File: src/rtl/snow64_memory_bus_guard.sv
// rtl/snow64_memory_bus_guard.sv - round-robin guard for the external memory bus
// Serves one read-FIFO or write-FIFO command at a time; every output is registered.
module snow64_memory_bus_guard #(
  parameter int ADDR_WIDTH      = 64,
  parameter int DATA_WIDTH      = 256,
  parameter int LINE_BYTES_LOG2 = 5
) (
  input  logic                  clk,
  input  logic                  rst,
  input  logic                  rd_req,
  input  logic [ADDR_WIDTH-1:0] rd_addr,
  output logic                  rd_cmd_accepted,
  output logic                  rd_valid,
  output logic [DATA_WIDTH-1:0] rd_data,
  input  logic                  wr_req,
  input  logic [ADDR_WIDTH-1:0] wr_addr,
  input  logic [DATA_WIDTH-1:0] wr_data,
  output logic                  wr_cmd_accepted,
  output logic                  wr_valid,
  output logic                  mem_req,
  output logic                  mem_we,
  output logic [ADDR_WIDTH-1:0] mem_addr,
  output logic [DATA_WIDTH-1:0] mem_wdata,
  input  logic                  mem_ack,
  input  logic [DATA_WIDTH-1:0] mem_rdata
);

  typedef enum logic [1:0] {
    ST_IDLE   = 2'd0,
    ST_BUS_RD = 2'd1,
    ST_BUS_WR = 2'd2
  } state_t;

  localparam logic [ADDR_WIDTH-1:0] LINE_MASK =
    ~((ADDR_WIDTH'(1) << LINE_BYTES_LOG2) - ADDR_WIDTH'(1));

  localparam logic GRANT_READ  = 1'b0;
  localparam logic GRANT_WRITE = 1'b1;

  state_t                state_q, state_d;
  logic                  last_grant_q, last_grant_d;
  logic                  mem_req_q, mem_req_d;
  logic                  mem_we_q, mem_we_d;
  logic [ADDR_WIDTH-1:0] mem_addr_q, mem_addr_d;
  logic [DATA_WIDTH-1:0] mem_wdata_q, mem_wdata_d;
  logic                  rd_cmd_accepted_q, rd_cmd_accepted_d;
  logic                  rd_valid_q, rd_valid_d;
  logic [DATA_WIDTH-1:0] rd_data_q, rd_data_d;
  logic                  wr_cmd_accepted_q, wr_cmd_accepted_d;
  logic                  wr_valid_q, wr_valid_d;
  logic                  grant_rd;
  logic                  grant_wr;

  always_comb begin
    state_d           = state_q;
    last_grant_d      = last_grant_q;
    mem_req_d         = mem_req_q;
    mem_we_d          = mem_we_q;
    mem_addr_d        = mem_addr_q;
    mem_wdata_d       = mem_wdata_q;
    rd_data_d         = rd_data_q;
    rd_cmd_accepted_d = 1'b0;
    rd_valid_d        = 1'b0;
    wr_cmd_accepted_d = 1'b0;
    wr_valid_d        = 1'b0;
    // On a tie, the requester that did not win last time goes first.
    grant_rd = rd_req && (!wr_req || (last_grant_q == GRANT_WRITE));
    grant_wr = wr_req && !grant_rd;

    case (state_q)
      ST_IDLE: begin
        if (grant_rd) begin
          state_d           = ST_BUS_RD;
          last_grant_d      = GRANT_READ;
          rd_cmd_accepted_d = 1'b1;
          mem_req_d         = 1'b1;
          mem_we_d          = 1'b0;
          mem_addr_d        = rd_addr & LINE_MASK;
        end else if (grant_wr) begin
          state_d           = ST_BUS_WR;
          last_grant_d      = GRANT_WRITE;
          wr_cmd_accepted_d = 1'b1;
          mem_req_d         = 1'b1;
          mem_we_d          = 1'b1;
          mem_addr_d        = wr_addr & LINE_MASK;
          mem_wdata_d       = wr_data;
        end else begin
          mem_req_d = 1'b0;
        end
      end
      ST_BUS_RD: begin
        if (mem_ack) begin
          state_d    = ST_IDLE;
          mem_req_d  = 1'b0;
          rd_valid_d = 1'b1;
          rd_data_d  = mem_rdata;
        end
      end
      ST_BUS_WR: begin
        if (mem_ack) begin
          state_d    = ST_IDLE;
          mem_req_d  = 1'b0;
          wr_valid_d = 1'b1;
        end
      end
      default: begin
        state_d   = ST_IDLE;
        mem_req_d = 1'b0;
      end
    endcase
  end

  always_ff @(posedge clk or posedge rst) begin
    if (rst) begin
      state_q           <= ST_IDLE;
      last_grant_q      <= GRANT_WRITE;
      mem_req_q         <= 1'b0;
      mem_we_q          <= 1'b0;
      mem_addr_q        <= '0;
      mem_wdata_q       <= '0;
      rd_cmd_accepted_q <= 1'b0;
      rd_valid_q        <= 1'b0;
      rd_data_q         <= '0;
      wr_cmd_accepted_q <= 1'b0;
      wr_valid_q        <= 1'b0;
    end else begin
      state_q           <= state_d;
      last_grant_q      <= last_grant_d;
      mem_req_q         <= mem_req_d;
      mem_we_q          <= mem_we_d;
      mem_addr_q        <= mem_addr_d;
      mem_wdata_q       <= mem_wdata_d;
      rd_cmd_accepted_q <= rd_cmd_accepted_d;
      rd_valid_q        <= rd_valid_d;
      rd_data_q         <= rd_data_d;
      wr_cmd_accepted_q <= wr_cmd_accepted_d;
      wr_valid_q        <= wr_valid_d;
    end
  end

  assign rd_cmd_accepted = rd_cmd_accepted_q;
  assign rd_valid        = rd_valid_q;
  assign rd_data         = rd_data_q;
  assign wr_cmd_accepted = wr_cmd_accepted_q;
  assign wr_valid        = wr_valid_q;
  assign mem_req         = mem_req_q;
  assign mem_we          = mem_we_q;
  assign mem_addr        = mem_addr_q;
  assign mem_wdata       = mem_wdata_q;

endmodule

File: config.mk
export PLATFORM = sky130hd
export DESIGN_NAME = snow64_memory_bus_guard
export DESIGN_NICKNAME = d
export VERILOG_FILES = /design/src/rtl/snow64_memory_bus_guard.sv
export SDC_FILE = /design/constraint.sdc
export NUM_CORES = 1
export LEC_CHECK = 0
export BUFFER_PORTS_ARGS = -buffer_cell sky130_fd_sc_hd__buf_2
export CAP_MARGIN = 30
export CORE_AREA = 2 2 475 477
export DETAILED_ROUTE_END_ITERATION = 7
export DIE_AREA = 0 0 477 479
export PLACE_DENSITY_LB_ADDON = 0.25
export SYNTH_ARGS = -nofsm -noshare
export SYNTH_HDL_FRONTEND = slang
export SYNTH_SLANG_ARGS = --single-unit
File: constraint.sdc
create_clock -name clk -period 17.15 [get_ports clk]
set_input_delay 0 -clock clk [delete_from_list [all_inputs] [get_ports clk]]
set_output_delay 0 -clock clk [all_outputs]
set_load 0.01 [all_outputs]
* Yosys cells after proc, flatten, opt, wreduce, memory -nomap -nowiden *
Cells that the tools add are included.

storage, ports and cells
  word-level logic and storage cells = 47
  output and inout bits = 582
  flip-flop bits (word level) = 585
  input bits = 645

operators by class
  eq/ne operators = 4
  bitwise gates (word level) = 1
  reduce and logical (&&, ||, !) cells = 12
  multiplexer cells = 19

operator list
  cell                                                   number
  two-way mux 64 bit                                     2
  two-way mux 1 bit                                      12
  two-way mux 2 bit                                      3
  AND reduction 2 bit                                    3
  one-hot mux 2 bit (2 select lines)                     1
  inequality test 3 bit, second input constant           1
  AND reduction 3 bit                                    1
  equality test 2 x 1 -> 1 bit, second input constant    1
  equality test 2 bit, second input constant             1
  logical AND 1 bit                                      2
  zero test 1 bit                                        2
  zero test 2 bit                                        1
  inequality test 2 x 1 -> 1 bit, second input constant  1
  one-hot mux 1 bit (2 select lines)                     1
  nonzero test 2 bit                                     1
  OR reduction 2 bit                                     1
  logical OR 1 bit                                       1
  inverter 1 bit                                         1

* Depth between registers and ports, before layout *
  word-level depth = 8
  mapped depth = 8
  gate-level depth less buffers = 5

* Worst setup path before layout *
OpenSTA, ideal clock, no wires.

  kind = register to register
  start point = reg state_q[0]
  end point = reg mem_wdata_q[100], in the netlist mem_wdata[100]
  stages on the path, launching flop included = 9
  setup slack = 15464 ps
  buffers on the path = 3
  data arrival time = 1561 ps
  data required time = 17025 ps
  period minus slack after synthesis = 1686 ps
  setup time = 125 ps
  cells stage by stage = dfrtp_1 > inv_1 > ha_1 > buf_2 > nand3_2 > inv_4 > buf_12 > buf_12 > mux2_4

on the way
  word-level cells in the longest chain between the ends = 2

ends and longest elaborated chain
  element                               RTL line  text
  start, declared                       40        state_t state_q, state_d;
  start signal, assigned                127       state_q <= state_d;
  zero test 2 bit                       70        case (state_q)
  AND reduction 3 bit (no source line)  -
  end signal, assigned                  132       mem_wdata_q <= mem_wdata_d;
  end, declared                         45        logic [DATA_WIDTH-1:0] mem_wdata_q, mem_wdata_d;

No other way between the ends.
A chain may end at the register's enable or synchronous reset.

* Worst setup path after layout *
  start point = reg state_q[1]
  end point = reg mem_wdata_q[181], in the netlist mem_wdata[181]

The elaborated chain is that of the path after synthesis.

==> flow_summary.toml <==
[outcome]
status = "finished clean"

[place]
place.gp.congestion = 0.890
dp_hpwl_mm = 106
port_buffers = 1211

[clocking]
post_cts_resized = 0
cts-root-buf = "clkbuf_16"
cts_sinks = 580
htree_num_levels = 3
cts_hold_buffers = 822
insertion_delay_ns = 0.69
numCtsBuffers = 81
postCtsSetupRepairBufs = 0
path_clk_slew_ns = 0.05
clock_path_buffers = 3
cts_tree = "done"

[logic_synthesis]
synth_common_cells = "579 x dfrtp_1, 283 x mux2_2, 229 x mux2_4"
yosysSeqAreaShare = 0.620
synth_top_area_cell = "dfrtp_1"
synthDistinctLibCells = 29
synth_area_leaders = "dfrtp_1 62%, mux2_4 15%, mux2_2 14%"
synth_ff_type = "dfrtp_1"
syn_inst = 1460
synth_top_area_share = 0.619
yosysMostFrequentCell = "dfrtp_1"
async_flop_share = 1.00
synth-warning-count = 0
synth_seq_cells = 580
synth_edf_count = 0
synth_area_um2 = 23400
avgSynthCellArea_um2 = 16.0

[timing]
setup_tns_ns = 0
fin_skew_ns = 0.0330
slew_violations = 0
relSlewSlack = 0.365
tightest_slew_ns = 0.952
hold_ws_ns = 0.0897
fin_crit_sh = 0.222
min_period_ns = 3.80
hold_viol = 0
finalSetupViolCount = 0
fmax_ghz = 0.263
rsz0062_at_grt = "false"

[grt]
grt_usage = 0.115
grt_max_degree = 147
grt_first_pass_wirelength_mm = 185
antenna_found_initial = 79
grt_pass1_vias = 22400
grt-ovfl-total = 0

[floorplan]
dieArea_um2 = 228000
die_h_um = 479
core.rowCount = 174
initial_core_util = 0.105
io_pins = 1227
die_w_um = 477
fp.coreArea_um2 = 224000

[critical_path]
reg2reg_depth = 7
critPathLaunchType = "flip-flop"
worstPathArrival_ns = 4.36
path_class = "reg -> reg"
reg2reg_from = "state_q[1]"
crit_path_start = "state_q[1]"
cp.required_ns = 17.71
crit_end = "mem_wdata[181]"
worst-path-max-fanout = 106
worstReg2RegEnd = "mem_wdata[181]"
ff2ff_setup_slack_ns = 13.35
end_kind = "flip-flop"

[drt]
dr_wl_met2_mm = 62.9
drt-met1-wl_mm = 54.0
ant_nets = 0
wl_per_cell_um = 20.6
drc_errors = 0
routed_wl_mm = 135
top_layer = "met5"
vias = 20800
drt-initial-drc-count = 782
firstDrtPassIters = 4
viasPerCell = 3.16
met3_length_mm = 12.6

[cells_and_area]
nets = 4151
drive_above_1_share = 0.528
syn_to_final_growth_pct = 86.3

[power]
peakVddDrop_mv = 0.0706
p_per_area_nw_per_um2 = 171
p_leak_nw = 19.7

[run]
maxCapViolations = 0

[worst_hold_path]
hp-class = "in -> reg"
worst min-delay path by stage:
| stage | startpoint | endpoint | slack (ns) | cells past startpoint |
|---|---|---|---|---|
| after floorplan | mem_ack | wr_valid | 0.13 | 1 |
| after global placement | rst | mem_wdata[196] | 0.17 | 2 |
| after detailed placement | rst | mem_wdata[73] | 0.17 | 2 |
| after CTS | wr_data[239] | mem_wdata[239] | 0.0002 | 3 |
| after global routing | mem_rdata[105] | rd_data[105] | 0.03 | 3 |
| final | wr_data[239] | mem_wdata[239] | 0.09 | 3 |
power by group:
| part | internal, mW | switching, mW |
|---|---|---|
| clock | 1.02 | 0.711 |
| sequential | 2.07 | 0.408 |
| combinational | 1.61 | 1.65 |
worst max-delay path, cell delays in order (launching register included):
cell and delay [ns]:
dfrtp_1 0.37, inv_1 0.11, ha_1 0.39, nand3_2 0.30, inv_16 0.29, buf_12 0.73
buf_4 0.76, mux2_4 0.35
layer usage:
metal	vias to the layer above	global-route usage
met1	10200	0.134
met2	1035	0.188
li1	9314	-
met3	233	0.0437
met4	54	0.0461
met5	-	0
flip-flops by register name (all words and copies together), names as in the netlist:
signal and count:
last_grant_q 1, rd_cmd_accepted 1, wr_valid 1, mem_req 1, wr_cmd_accepted 1, mem_addr 59, state_q 2, rd_valid 1
rd_data 256, mem_wdata 256, mem_we 1
cell families (layout without fill, tap and decap cells):
| logic type | Yosys count | count (layout) | share of synthesized area |
|---|---|---|---|
| muxes | 512 | 512 | 0.283 |
| and+or+nand+nor | 71 | 71 | 0.0123 |
| AOI/OAI and AO/OA | 185 | 185 | 0.0431 |
| other | 1 | 32 | 0.000160 |
| buffers and inverters | 108 | 2204 | 0.0402 |
| DFF | 580 | 580 | 0.620 |
| adders and majority gates | 3 | 3 | 0.00160 |
placed cells by master, fill, tap and decap left out, drive strengths merged:
cell	n
nand3	2
clkinv	12
and2	2
nor2	60
dfrtp	579
nand2	4
o22ai	2
a31oi	59
nor2b	1
a21oi	62
inv	9
dlygate4sd3	822
and2b	1
buf	1235
clkinvlp	7
clkbuf	114
conb	5
o21ai	61
diode	27
mux2	512
o21a	1
ha	3
dfstp	1
nand2b	1
bufinv	5
final cells by class:
| cell class | instances | area, um^2 |
|---|---|---|
| clock inverter | 26 | 385 |
| timing repair buffer | 2057 | 14600 |
| antenna | 27 | 67.6 |
| fill | 24500 | 180000 |
| inverter | 7 | 50.0 |
| tap | 2992 | 3740 |
| sequential | 580 | 14500 |
| multi-input combinational | 776 | 7990 |
| clock buffer | 114 | 2310 |
metrics by stage:
step	utilization	cells	total power, mW	worst slack (ns)	instance area (um^2)
floorplan	-	1464	4.04	0.924	23400
global placement	0.146	5587	5.51	13.39	32600
detailed placement	0.146	5588	5.53	13.35	32600
CTS	0.195	6550	7.63	13.35	43500
global route	0.195	6567	7.91	13.20	43600
finish	0.195	6579	7.47	13.35	43600
(Power assumes the default switching activity.)
